`config.mk`:
```
export PLATFORM = sky130hd
export DESIGN_NAME = approx_mult_pipe
export DESIGN_NICKNAME = d
export VERILOG_FILES = /design/src/rtl/approx_mult_pipe.sv
export SDC_FILE = /design/constraint.sdc
export NUM_CORES = 1
export LEC_CHECK = 0
export ABC_CLOCK_PERIOD_IN_PS = 6100
export CAP_MARGIN = 20
export CORE_MARGIN = 2
export CORE_UTILIZATION = 58
export DETAILED_ROUTE_END_ITERATION = 6
export GPL_TIMING_DRIVEN = 0
export PLACE_DENSITY = 0.77
export SLEW_MARGIN = 15
export SYNTH_ARGS = -nofsm -noshare
export SYNTH_HDL_FRONTEND = slang
export SYNTH_SLANG_ARGS = --single-unit
```
`constraint.sdc`:
```
create_clock -name clk -period 6.1 [get_ports clk]
set_clock_uncertainty 0.15 [all_clocks]
set_input_delay 0.61 -clock clk [delete_from_list [all_inputs] [get_ports clk]]
set_output_delay 0.61 -clock clk [all_outputs]
set_load 0.01 [all_outputs]
```
`src/rtl/approx_mult_pipe.sv`:
```
// approx_mult_pipe: 3-stage pipelined unsigned W x W multiplier with a
// per-beat exact/approximate mode.
//   Stage 1 registers the operands.
//   Stage 2 reduces the partial products to carry-save rows.
//   Stage 3 performs the final add.
// In approximate mode the APX_COLS lowest product columns are compressed
// with a carry-free OR instead of being summed.
// Ports:
//   clk, rst              rising-edge clock, async active-high reset
//   in_valid/in_ready     operand handshake (a, b, approx)
//   out_valid/out_ready   result handshake (product, out_approx)
module approx_mult_pipe #(
    parameter int unsigned W        = 8,
    parameter int unsigned APX_COLS = 4
) (
    input  logic              clk,
    input  logic              rst,
    input  logic              in_valid,
    output logic              in_ready,
    input  logic [W-1:0]      a,
    input  logic [W-1:0]      b,
    input  logic              approx,
    output logic              out_valid,
    input  logic              out_ready,
    output logic [2*W-1:0]    product,
    output logic              out_approx
);

    localparam int unsigned PW = 2 * W;

    // Bit c is set for every product column that is OR-compressed in approx mode.
    function automatic logic [PW-1:0] low_mask_f();
        logic [PW-1:0] m;
        m = '0;
        for (int unsigned c = 0; c < PW; c++) begin
            m[c] = (c < APX_COLS);
        end
        return m;
    endfunction

    localparam logic [PW-1:0] LOW_MASK = low_mask_f();

    // Global stall: every stage moves together, or every stage holds.
    logic advance;
    assign advance  = !out_valid || out_ready;
    assign in_ready = advance;

    // Stage 1: operand register.
    logic          s1_valid;
    logic          s1_approx;
    logic [W-1:0]  s1_a;
    logic [W-1:0]  s1_b;

    always_ff @(posedge clk or posedge rst) begin
        if (rst) begin
            s1_valid  <= 1'b0;
            s1_approx <= 1'b0;
            s1_a      <= '0;
            s1_b      <= '0;
        end else if (advance) begin
            s1_valid <= in_valid;
            if (in_valid) begin
                s1_approx <= approx;
                s1_a      <= a;
                s1_b      <= b;
            end
        end
    end

    // Stage 2 logic: one partial-product row per multiplier bit, folded into
    // (sum, carry) by a chain of 3:2 compressors. In approx mode the low
    // columns are stripped from each row and OR-ed into a separate row, so no
    // carry is generated from or into them.
    logic [PW-1:0] cs_sum;
    logic [PW-1:0] cs_carry;
    logic [PW-1:0] low_or;
    logic [PW-1:0] row;
    logic [PW-1:0] t_sum;
    logic [PW-1:0] t_carry;

    always_comb begin
        cs_sum   = '0;
        cs_carry = '0;
        low_or   = '0;
        row      = '0;
        t_sum    = '0;
        t_carry  = '0;
        for (int j = 0; j < W; j++) begin
            row = PW'(s1_a & {W{s1_b[j]}}) << j;
            if (s1_approx) begin
                low_or = low_or | (row & LOW_MASK);
                row    = row & ~LOW_MASK;
            end
            t_sum    = cs_sum ^ cs_carry ^ row;
            t_carry  = ((cs_sum & cs_carry) | (cs_sum & row) | (cs_carry & row)) << 1;
            cs_sum   = t_sum;
            cs_carry = t_carry;
        end
    end

    // Stage 2: carry-save register.
    logic          s2_valid;
    logic          s2_approx;
    logic [PW-1:0] s2_sum;
    logic [PW-1:0] s2_carry;
    logic [PW-1:0] s2_low;

    always_ff @(posedge clk or posedge rst) begin
        if (rst) begin
            s2_valid  <= 1'b0;
            s2_approx <= 1'b0;
            s2_sum    <= '0;
            s2_carry  <= '0;
            s2_low    <= '0;
        end else if (advance) begin
            s2_valid <= s1_valid;
            if (s1_valid) begin
                s2_approx <= s1_approx;
                s2_sum    <= cs_sum;
                s2_carry  <= cs_carry;
                s2_low    <= low_or;
            end
        end
    end

    // Stage 3: final add. The high part has no bits in the low columns and the
    // OR row has none above them, so merging them with OR equals adding them.
    always_ff @(posedge clk or posedge rst) begin
        if (rst) begin
            out_valid  <= 1'b0;
            out_approx <= 1'b0;
            product    <= '0;
        end else if (advance) begin
            out_valid <= s2_valid;
            if (s2_valid) begin
                out_approx <= s2_approx;
                product    <= (s2_sum + s2_carry) | s2_low;
            end
        end
    end

endmodule

```
Word level (Yosys, flattened, before mapping)

Cells that the tools add are included.

Logic and storage cells: 82
Output and inout port bits: 19
Input bits: 21
Bits in registers: 85

Reductions and logical operators: 5
Bitwise gates (word level): 56
Mux-type cells: 8
Add/subtract/negate cells: 1

Operator list:

| cell            | count |
|---|---|
| $or 15x15->15   | 10 |
| $and 15x15->15  | 7 |
| $xor 16x16->16  | 6 |
| $and 8x8->8     | 8 |
| $mux 16         | 2 |
| $and 15x11->15  | 2 |
| $and 15x12->15  | 2 |
| $and 15x13->15  | 2 |
| $and 15x14->15  | 2 |
| $or 15x10->15   | 2 |
| $mux 4          | 6 |
| $and 9x10->10   | 2 |
| $add 16x16->16  | 1 |
| $or 16x16->16   | 1 |
| $or 16x4->16    | 1 |
| $xor 16x10->16  | 1 |
| $xor 16x11->16  | 1 |
| $xor 16x12->16  | 1 |
| $xor 16x13->16  | 1 |
| $xor 16x14->16  | 1 |
| $xor 16x15->16  | 1 |
| $and 10x10->10  | 1 |
| $and 8x9->9     | 1 |
| $xor 8x9->9     | 1 |
| 4 further kinds | 7 |

Depth between registers and ports, before layout

Gate-level depths: netlist (run 1).

Depth in word-level cells: 21
Mapped depth: 15
Mapped depth without buffers: 14

Worst setup path before layout (run 1)

OpenSTA, ideal clock, no wires.

Kind: register to register
Start: register s1_b[1]
End: register s2_sum[7]
Required time: 5825 ps
Path buffers: 1
Library setup time: 125 ps
Arrival: 4043 ps
Clock period less this slack: 4318 ps
Path slack: 1782 ps
Stages on the path, launching flop included: 15
Path through: dfrtp_1 clkbuf_1 and2_1 ha_1 inv_1 fa_1 inv_1 fa_1 fa_1 inv_1 fa_1 fa_1 inv_1 fa_1 mux2_2

Cells in the longest elaborated chain, start to end: 20
Elaborated cells on any way between the ends: 41
Classes of those cells: 1 x mux; 40 x bitwise

RTL lines:

| element                                    | RTL line | text |
|---|---|---|
| start, declared                            | 52       | `logic [W-1:0] s1_b;` |
| start signal, assigned                     | 59       | `s1_b <= '0;` |
| start signal, assigned                     | 65       | `s1_b <= b;` |
| $and 8x8->8 (*)                            | 89       | `row = PW'(s1_a & {W{s1_b[j]}}) << j;` |
| $mux 4                                     | 90       | `if (s1_approx) begin` |
| $xor 8x9->9 or $and 8x9->9 (tied branches) | 94, 95   |  |
| $and 9x10->10                              | 95       | `t_carry = ((cs_sum & cs_carry) \| (cs_sum & row) \| (cs_carry & row)) << 1;` |
| $or 15x10->15 (2 in series)                | 95       |  |
| $and 15x15->15                             | 95       |  |
| $or 15x15->15 (2 in series)                | 95       |  |
| $and 15x15->15                             | 95       |  |
| $or 15x15->15 (2 in series)                | 95       |  |
| $and 15x15->15                             | 95       |  |
| $or 15x15->15 (2 in series)                | 95       |  |
| $and 15x15->15                             | 95       |  |
| $or 15x15->15 (2 in series)                | 95       |  |
| $xor 16x16->16 (*)                         | 94       | `t_sum = cs_sum ^ cs_carry ^ row;` |
| $xor 16x15->16 (*)                         | 94       |  |
| via cs_sum[7]                              | 74       | `logic [PW-1:0] cs_sum;` |
| end signal, assigned                       | 119      | `s2_sum <= cs_sum;` |
| end, declared                              | 104      | `logic [PW-1:0] s2_sum;` |

Mark *: on every way through the listed nets, which the timed path passes. The rest lies on a longest branch.
A chain may end at the register's enable or synchronous reset.

Worst setup path after layout (run 1)

Start: register s1_b[0]
End: register s2_sum[7]

The elaborated chain is that of the path after synthesis.

==> results of run 1 <==
[worst max-delay path, cell delays in order (launching register included)]
cell and delay (ns):
dfrtp_1 0.38, clkbuf_1 0.24, and2_1 0.24, ha_1 0.28, inv_1 0.05, fa_1 0.48, inv_1 0.05, fa_1 0.45
fa_1 0.48, inv_1 0.05, fa_1 0.38, fa_1 0.51, inv_1 0.05, fa_1 0.43, mux2_2 0.26
[area by class of cell]
class	count	area, um2
clock inverter	6	60.06
tap	96	120.1
inverter	41	156.4
sequential	64	1602
timing repair buffer	40	417.9
multi-input combinational	252	2286
fill	530	1972
buffer	21	90.09
clock buffer	10	127.6
[sequential cells by signal, indices dropped and copies added (netlist names)]
name        flops
product        16
s2_sum         15
s1_a            8
s1_b            8
s2_carry        7
s2_low          4
out_approx      1
out_valid       1
s1_approx       1
s1_valid        1
s2_approx       1
s2_valid        1
[through the flow]
stage,setup slack [ns],hold WS (ns),utilization [%],cell area (um2)
final,1.521,0.3316,71.14,4860
after global routing,1.392,0.3446,71.14,4860
after CTS,1.542,0.3348,71.14,4860
after detailed placement,1.565,0.3178,68.39,4672
after global placement,1.623,0.3056,67.95,4642
after floorplan,1.782,0.2931,-,4131
[worst max-delay path by stage]
stage	depth (start not counted)	end	from	slack, ns
finish	14	s2_sum[7]$_DFFE_PP0P_	s1_b[0]$_DFFE_PP0P_	1.52
global route	13	s2_sum[7]$_DFFE_PP0P_	s1_b[0]$_DFFE_PP0P_	1.39
CTS	14	s2_sum[7]$_DFFE_PP0P_	s1_b[0]$_DFFE_PP0P_	1.54
detailed placement	14	s2_sum[7]$_DFFE_PP0P_	s1_b[0]$_DFFE_PP0P_	1.56
global placement	14	s2_sum[7]$_DFFE_PP0P_	s1_b[1]$_DFFE_PP0P_	1.62
floorplan	14	s2_sum[7]$_DFFE_PP0P_	s1_b[1]$_DFFE_PP0P_	1.78
[synth_stat cells (3+ instances only)]
cell | count | share of area, %
dfrtp_1 | 64 | 39
nor2_1 | 8 | 0.73
and2_1 | 25 | 3.8
inv_1 | 40 | 3.6
ha_1 | 14 | 4.2
nand2_1 | 64 | 5.8
nand3_1 | 3 | 0.36
fa_1 | 43 | 21
mux2_2 | 38 | 10
clkbuf_1 | 16 | 1.5
buf_2 | 3 | 0.36
nor2b_1 | 3 | 0.45
o21ai_0 | 22 | 2.7
[metal layers]
metal  wire length, um  global-route usage [%]
met5                 0                       0
met4               124                   6.887
met3               270                   5.597
met2              3924                   38.48
met1              3397                   29.52
[cell families after synthesis]
group | count (synthesis) | share of synthesized area (%)
adders and majority gates | 57 | 25.08
DFF | 64 | 38.76
xor gates and xnor gates | 2 | 0.4241
buffers and inverters | 62 | 5.905
and+or+nand+nor | 114 | 13.17
muxes | 38 | 10.36
AOI/OAI and AO/OA | 41 | 6.299
[report_power, final]
part / switching, mW / leakage, nW / internal [mW]
Combinational: 0.856 / 1.30 / 0.811
Sequential: 0.0930 / 0.786 / 0.604
Clock: 0.166 / 0.0920 / 0.186
==> metrics.md, run 1 <==
| Metric | Value |
|---|---|
| Max-Cap Viols | 0 |
| NumNets Final | slightly above 500 |
| Crit Reg-Reg Startpoint | s1_b[0]$_DFFE_PP0P_ |
| Total GRT Usage | 22.82% |
| Via density | between 5 and 6 |
| Synthesis-stage register bit count | 64 |
| Global-route wire length before repair | approximately 13 mm |
| IO Port Bufs | 39 |
| Status | completed |
| Post-Syn Instances | 378 |
| Tmin final | between 4 and 5 ns |
| Worst hold path class | reg2reg |
| Synth Area per Inst | approximately 11 um2 |
| Slew @ Worst Pin | roughly 0.50 ns |
| Post-Layout Cell Count | between 500 and 600 |
| GRT overflow | 0 |
| Reg clk slew, reported paths | 0.07 ns |
| Leakage | ~2.2 nW |
| Htree depth | 3 |
| WL/cell | between 10 and 15 um |
| Row cnt | 30 |
| Final Slew Violations | 0 |
| WHS Path Cells | 1 |
| Yosys cell types | 39 |
| Reg2reg path depth | 14 |
| Starting density of the core | 60.48% |
| Nature of the critical path endpoint | register |
| Post-CTS Setup Repair Bufs | 0 |
| RePlAce Congestion | 0.7974 |
| Hold endpoint | product[12]$_DFFE_PP0P_ |
| Final period util | around three quarters |
| Overall power | about 2.7 mW |
| Antenna violations before repair | 0 |
| Drt total wl | between 7 and 8 mm |
| Final ANT Viol Nets | 0 |
| Area Growth Syn to Fin | 17.63% |
| Final Setup Violations | 0 |
| Peak supply drop | ~280 uV |
| WS Path Type | reg2reg |
| Setup TNS | 0 ns |
| Crit start category | register |
| DP HPWL | 5.856 mm |
| Share of layout cells above drive strength 1 | between 10% and 20% |
| Max Clk Rate | between 200 and 250 MHz |
| I/O pin count | 40 |
| DR pass1 iterations | 6 |
| Placed Cells | a little over 500 |
| Relative slew margins | 66.71% |
| Cell Area, Synth | about 4100 um2 |
| CP Max Fanout | 10 |
| Pwr dens | between 500 and 600 nW/um2 |
| Chip Height | around 90 um |
| Clk Latency, worst-skew pair | 0.35 ns |
| Die area | 7815 um2 |
| Root Buffer | clkbuf_8 |
| Most frequent cells in the layout | nand2_1 (64), dfrtp_1 (64), fa_1 (43) |
| RSZ-0062 raised after global routing | no |
| Vias in the first global route | ~2800 |
| R2R Setup Slk | 1.52 ns |
| Bufs on Longest Clock Path | 2 |
| Post-route DRC | 0 |
| # clock sinks | 64 |
| Top FF cell, synth | dfrtp_1 |
| Via count | around 2800 |
| CTS resizes | 0 |
| Core area | roughly 6800 um2 |
| Share of synthesized registers carrying an async set or reset | 100.0% |
| Reg2Reg Capture Point | s2_sum[7]$_DFFE_PP0P_ |
| Number of flops mapped to enable cells by yosys | 0 |
| Die width | 88.40 um |
| Starting DRT DRC Count | roughly 120 |
| Total CTS buffers | 9 |
| Ys Warns | 0 |
| CTS tree | yes |
| Hold_sp | product[12]$_DFFE_PP0P_ |
| N_diodes | 0 |
| Largest net degree at the start of global routing | between 60 and 70 |
| CP Data Arrival Time | approximately 4.7 ns |
| # hold bufs at CTS | 0 |
| Required time worst endpoint | approximately 6.2 ns |
| Final hold violation count | 0 |
| Sequential share of the synthesized area | 38.76% |
| Syn Nets | 456 |
No activity file was read; power rests on OpenSTA's default activity.
==> inputs of run 2 (changes only) <==
--- a/config.mk
+++ b/config.mk
@@ -5,13 +5,13 @@
 export SDC_FILE = /design/constraint.sdc
 export NUM_CORES = 1
 export LEC_CHECK = 0
-export ABC_CLOCK_PERIOD_IN_PS = 6100
+export ABC_CLOCK_PERIOD_IN_PS = 4150
 export CAP_MARGIN = 20
 export CORE_MARGIN = 2
-export CORE_UTILIZATION = 58
+export CORE_UTILIZATION = 52
 export DETAILED_ROUTE_END_ITERATION = 6
 export GPL_TIMING_DRIVEN = 0
-export PLACE_DENSITY = 0.77
+export PLACE_DENSITY = 0.73
 export SLEW_MARGIN = 15
 export SYNTH_ARGS = -nofsm -noshare
 export SYNTH_HDL_FRONTEND = slang
==> constraint.sdc (replaced) <==
create_clock -name clk -period 4.15 [get_ports clk]
set_clock_uncertainty 0.15 [all_clocks]
set_input_delay 0.415 -clock clk [delete_from_list [all_inputs] [get_ports clk]]
set_output_delay 0.415 -clock clk [all_outputs]
set_load 0.01 [all_outputs]
==> run 2 against run 1 <==
The flow now finishes with violations (negative setup slack); via count is 0.14% lower; clock-buffer cell count is 1 higher; combinational power is 54% higher; sequential power is 55% higher; wire length is 0.45% lower; worst setup slack worse by 1.8 ns; critical path depth is 2 lower; cell count is 0.19% lower; hold slack worse by 0.00077 ns; final area is 0.85% higher; largest cell class unchanged; highest routed layer unchanged.
==> metrics.md, run 2 (synthesized netlist as in run 1, its figures left out) <==
| Metric | Value |
|---|---|
| DP HPWL | 5.774 mm |
| Total CTS buffers | 9 |
| N_diodes | 0 |
| Max-Cap Viols | 0 |
| Die width | roughly 93 um |
| Post-Layout Cell Count | 529 |
| Post-layout util | around 63% |
| Overall power | 4.130 mW |
| Reg clk slew, reported paths | roughly 0.070 ns |
| Final period util | 106.2% |
| Root Buffer | clkbuf_8 |
| NumNets Final | 500 |
| Status | complete, but fails checks |
| DR pass1 iterations | 4 |
| Row cnt | 32 |
| Die area | approximately 8700 um2 |
| WS Path Type | reg2reg |
| Area post-placement | approximately 4700 um2 |
| Relative slew margins | 48.89% |
| Most frequent cells in the layout | nand2_1 (64), dfrtp_1 (59), clkdlybuf4s50_1 (39) |
| Worst hold path class | reg2reg |
| Final WS setup | -0.2577 ns |
| Max Clk Rate | 226.9 MHz |
| Crit start category | register |
| Setup TNS | -0.8438 ns |
| WL/cell | approximately 15 um |
| Nature of the critical path endpoint | register |
| Largest regs | product x16, s2_sum x15 |
| Most common cell after layout, fill and taps aside | nand2_1 |
| I/O pin count | 40 |
| CTS tree | yes |
| Failing checks | negative setup slack |
| Peak supply drop | 389.1 uV |
| Antenna violations before repair | 0 |
| Placed Cells | about 520 |
| Required time worst endpoint | 4.23 ns |
| WP buf/inv | 3 |
| Final Setup Violations | 6 |
| RePlAce Congestion | 0.7767 |
| Slew @ Worst Pin | between 0.7 and 0.8 ns |
| Pwr dens | between 800 and 900 nW/um2 |
| Starting density of the core | between 50% and 60% |
| WHS | 0.3308 ns |
| Clk Latency, worst-skew pair | 0.35 ns |
| Starting DRT DRC Count | 170 |
| Post-route DRC | 0 |
| Largest register FFs | 16 |
| Place WS | -0.3518 ns |
| Cell chain of the critical path | clkbuf_8 > and2_4 > ha_4 > inv_2 > fa_2 > fa_2 > fa_2 > fa_2 > fa_1 > inv_1 > fa_2 > mux2_2 |
| Via density | 5.234 |
| Final ANT Viol Nets | 0 |
| Via count | 2769 |
| Final hold violation count | 0 |
| CP most frequent cell | fa_2 |
| Critical-path top delay cell | fa_2 |
| Drt total wl | between 7 and 8 mm |
| Delay of the slowest cell on the worst path | between 0.5 and 0.6 ns |
| Area Growth Syn to Fin | 18.63% |
| Leakage | about 2.2 nW |
| IO Port Bufs | 39 |
| Area of the multi-input gates | between 2000 and 2500 um2 |
| Global-route wire length before repair | roughly 13 mm |
| Core area | between 7000 and 8000 um2 |
| CP Data Arrival Time | approximately 4.5 ns |
| Fin area | slightly below 5000 um2 |
| Most flops, register | product |
| Htree depth | 3 |
| # clock sinks | 64 |
| Final Slew Violations | 0 |
| Fillers | 626 |
| CP Max Fanout | 5 |
| RSZ-0062 raised after global routing | yes |
| Register area | between 1500 and 2000 um2 |
| Tmin final | around 4.4 ns |
| Bufs on Longest Clock Path | 2 |
| Share of layout cells above drive strength 1 | 23.42% |
| CP delay by family, top | adder cells |
| Chip Height | slightly above 90 um |
| GRT overflow | 0 |
| Total GRT Usage | between 15 and 20% |
| Vias in the first global route | about 2700 |
| Largest net degree at the start of global routing | between 60 and 70 |
-- run 2: area by class of cell --
| cell class | count | area share [%] |
|---|---|---|
| Clock buffer | 11 | 2.885 |
| Clock inverter | 5 | 0.6638 |
| Sequential cell | 64 | 32.81 |
| Multi-Input combinational cell | 252 | 48.00 |
| Inverter | 41 | 3.191 |
| Buffer | 11 | 1.276 |
| Timing Repair Buffer | 43 | 8.578 |
| Tap cell | 102 | 2.604 |
-- run 2: path summary, 6_finish.rpt --
path / start / end / slack (ns) / depth (start not counted)
setup reg to reg: s1_b[1]$_DFFE_PP0P_ / s2_sum[7]$_DFFE_PP0P_ / -0.26 / 12
setup / recovery: s1_b[1]$_DFFE_PP0P_ / s2_sum[7]$_DFFE_PP0P_ / -0.26 / 12
hold / removal: product[1]$_DFFE_PP0P_ / product[1]$_DFFE_PP0P_ / 0.33 / 2
max in group asynchronous: rst / s1_a[7]$_DFFE_PP0P_ / 2.88 / 2
hold reg to reg: product[1]$_DFFE_PP0P_ / product[1]$_DFFE_PP0P_ / 0.33 / 2
min in group asynchronous: rst / product[9]$_DFFE_PP0P_ / 0.41 / 2
-- run 2: worst register-to-register path: stages (launching register included) --
cell	delay (ns)
dfrtp_1	0.38
clkbuf_8	0.15
and2_4	0.16
ha_4	0.25
inv_2	0.03
fa_2	0.55
fa_2	0.44
fa_2	0.54
fa_2	0.43
fa_1	0.44
inv_1	0.09
fa_2	0.42
mux2_2	0.26
-- run 2: power by group --
group	total, mW	switching [mW]	internal [mW]	leakage [nW]
Sequential	1.08	0.193	0.891	0.781
Clock	0.478	0.247	0.231	0.0813
Combinational	2.57	1.25	1.31	1.30
-- run 2: repair_timing --
| action | 4_1_cts | 5_1_grt |
|---|---|---|
| pin swaps | 10 | 8 |
| setup endpoints to repair | 11 | 8 |
| resized for setup | 18 | 10 |
| setup buffers | 4 | 0 |
| hold buffers | 0 | 0 |
-- run 2: layer usage --
layer	GRT usage, %	vias to the layer above	share of wire (%)
met2	31.70	58	49
met3	3.948	12	3.9
met5	0	-	0
li1	-	1296	-
met4	7.475	0	1.7
met1	25.76	1403	45
==> inputs of run 3 (changes only) <==
--- a/config.mk
+++ b/config.mk
@@ -7,7 +7,7 @@
 export LEC_CHECK = 0
 export ABC_CLOCK_PERIOD_IN_PS = 4150
 export CAP_MARGIN = 20
-export CORE_MARGIN = 2
+export CORE_MARGIN = 3
 export CORE_UTILIZATION = 52
 export DETAILED_ROUTE_END_ITERATION = 6
 export GPL_TIMING_DRIVEN = 0
==> run 3 against run 2 <==
The run still ends with negative setup slack left; critical path depth did not move; sequential cell count stayed put; non-clock buffer count increased by 4; largest power group unchanged.
==> metrics.md, run 3 (synthesized netlist as in run 1, its figures left out) <==
| Metric | Value |
|---|---|
| GRT overflow | 0 |
| Final Slew Violations | 0 |
| CP most frequent cell | fa_1 |
| Area Growth Syn to Fin | 19.35% |
| Reg clk slew, reported paths | 0.07 ns |
| Antenna violations before repair | 0 |
| Nature of the critical path endpoint | register |
| Post-Layout Cell Count | 529 |
| Clk Latency, worst-skew pair | approximately 0.35 ns |
| Share of layout cells above drive strength 1 | between 20% and 30% |
| Final ANT Viol Nets | 0 |
| Placed Cells | 517 |
| Failing checks | negative setup slack |
| R2R Setup Slk | -0.18 ns |
| Peak supply drop | roughly 350 uV |
| Largest regs | product x16, s2_sum x15 |
| RePlAce Congestion | between 0.7 and 0.8 |
| Root Buffer | clkbuf_8 |
| Core area | ~7500 um2 |
| Required time worst endpoint | roughly 4.2 ns |
| Largest net degree at the start of global routing | between 60 and 70 |
| Most common cell after layout, fill and taps aside | nand2_1 |
| CP Data Arrival Time | ~4.4 ns |
| Cell chain of the critical path | clkbuf_8 > and2_4 > ha_4 > inv_2 > fa_2 > fa_1 > fa_1 > fa_1 > fa_1 > inv_1 > fa_2 > mux2_2 |
| WL/cell | 14.71 um |
| Largest register FFs | 16 |
| Overall power | between 4 and 5 mW |
| Slew @ Worst Pin | 0.4427 ns |
| Max-Cap Viols | 0 |
| Chip Height | 95.14 um |
| Starting DRT DRC Count | around 110 |
| Final WS setup | -0.1786 ns |
| WS Path Type | reg2reg |
| # hold bufs at CTS | 0 |
| Reg2Reg Capture Point | s2_sum[7]$_DFFE_PP0P_ |
| Worst hold path class | in2async |
| Crit start category | register |
| Tmin final | about 4.3 ns |
| Row cnt | 31 |
| NumNets Final | between 500 and 600 |
| Critical-path top delay cell | fa_2 |
| Most flops, register | product |
| N_diodes | 0 |
| Drt total wl | 7.783 mm |
| IO Port Bufs | 39 |
| Via density | approximately 5.4 |
| Reg2reg path depth | 12 |
| DR pass1 iterations | 6 |
| Global-route wire length before repair | around 14 mm |
| Post-route DRC | 0 |
| Via count | 2846 |
| Die width | approximately 95 um |
| Crit Reg-Reg Startpoint | s1_b[1]$_DFFE_PP0P_ |
| Bufs on Longest Clock Path | 2 |
| DP HPWL | 5.804 mm |
| Total CTS buffers | 9 |
| Fillers | around 590 |
| Final Setup Violations | 6 |
| # clock sinks | 64 |
| Relative slew margins | between 70% and 80% |
| CTS tree | yes |
| Delay of the slowest cell on the worst path | around 0.52 ns |
| WHS | 0.3258 ns |
| WP buf/inv | 3 |
| Leakage | approximately 2.2 nW |
| Area of the multi-input gates | 2357 um2 |
| Max Clk Rate | about 230 MHz |
| Starting density of the core | approximately 55% |
| Final period util | 104.3% |
| Htree depth | 3 |
| Die area | 9051 um2 |
| I/O pin count | 40 |
| Place WS | -0.2753 ns |
| CP delay by family, top | adder cells |
| Status | complete, but fails checks |
| Total GRT Usage | 19.81% |
| Most frequent cells in the layout | nand2_1 (64), dfrtp_1 (60), clkdlybuf4s50_1 (39) |
| Pwr dens | a little over 800 nW/um2 |
| Vias in the first global route | between 2000 and 3000 |
| Setup TNS | -0.5933 ns |
| CP Max Fanout | 5 |
| Register area | 1607 um2 |
| Final hold violation count | 0 |
| RSZ-0062 raised after global routing | yes |
## run 3: cell types whose count changed in the layout (fill, tap and decap cells not counted), sizes merged
cell | previous run | this run
clkinv | 2 | 3
clkinvlp | 3 | 1
buf | 9 | 13
## run 3: worst max-delay path by stage
stage / end / from / cells past startpoint
CTS: s2_sum[7]$_DFFE_PP0P_ / s1_b[1]$_DFFE_PP0P_ / 12
detailed placement: s2_sum[8]$_DFFE_PP0P_ / s1_a[6]$_DFFE_PP0P_ / 12
global route: s2_sum[7]$_DFFE_PP0P_ / s1_b[1]$_DFFE_PP0P_ / 12
global placement: s2_sum[7]$_DFFE_PP0P_ / s1_a[1]$_DFFE_PP0P_ / 13
floorplan: s2_sum[7]$_DFFE_PP0P_ / s1_b[1]$_DFFE_PP0P_ / 14
finish: s2_sum[7]$_DFFE_PP0P_ / s1_b[1]$_DFFE_PP0P_ / 12
## run 3: layout make-up
type	count	share of cell area (%)
Buffer	11	1.269
Inverter	41	3.172
Clock buffer	11	2.664
Multi-Input combinational cell	252	47.81
Sequential cell	64	32.58
Timing Repair Buffer	47	9.541
Tap cell	99	2.512
Clock inverter	4	0.4567
## run 3: layer usage
metal | routed length (um) | global-route usage [%]
met5 | 0 | 0
met2 | 3682 | 30.32
met1 | 3516 | 27.58
met3 | 464 | 4.104
met4 | 120 | 8.293
## run 3: what timing repair did
action,in CTS,in global routing
pin swaps,0,1
gates resized for setup,11,11
endpoints found under the setup margin,13,11
setup buffers,4,3
## run 3: power by group
part	switching, mW	leakage [nW]	internal [mW]	total (mW)
combinational	1.23	1.32	1.26	2.49
sequential	0.184	0.782	0.890	1.07
clock	0.245	0.0789	0.211	0.456
total	1.66	2.18	2.36	4.02
## run 3: through the flow
step | utilization [%] | area, um2
floorplan | - | 4158
global placement | 62.41 | 4672
detailed placement | 62.81 | 4702
CTS | 65.34 | 4891
global route | 65.87 | 4931
finish | 65.87 | 4931
## run 3: worst register-to-register path, stage by stage (launching register included)
cell and delay [ns]:
dfrtp_1 0.39, clkbuf_8 0.15, and2_4 0.16, ha_4 0.25, inv_2 0.03, fa_2 0.52
fa_1 0.43, fa_1 0.45, fa_1 0.51, fa_1 0.40, inv_1 0.08, fa_2 0.42
mux2_2 0.26
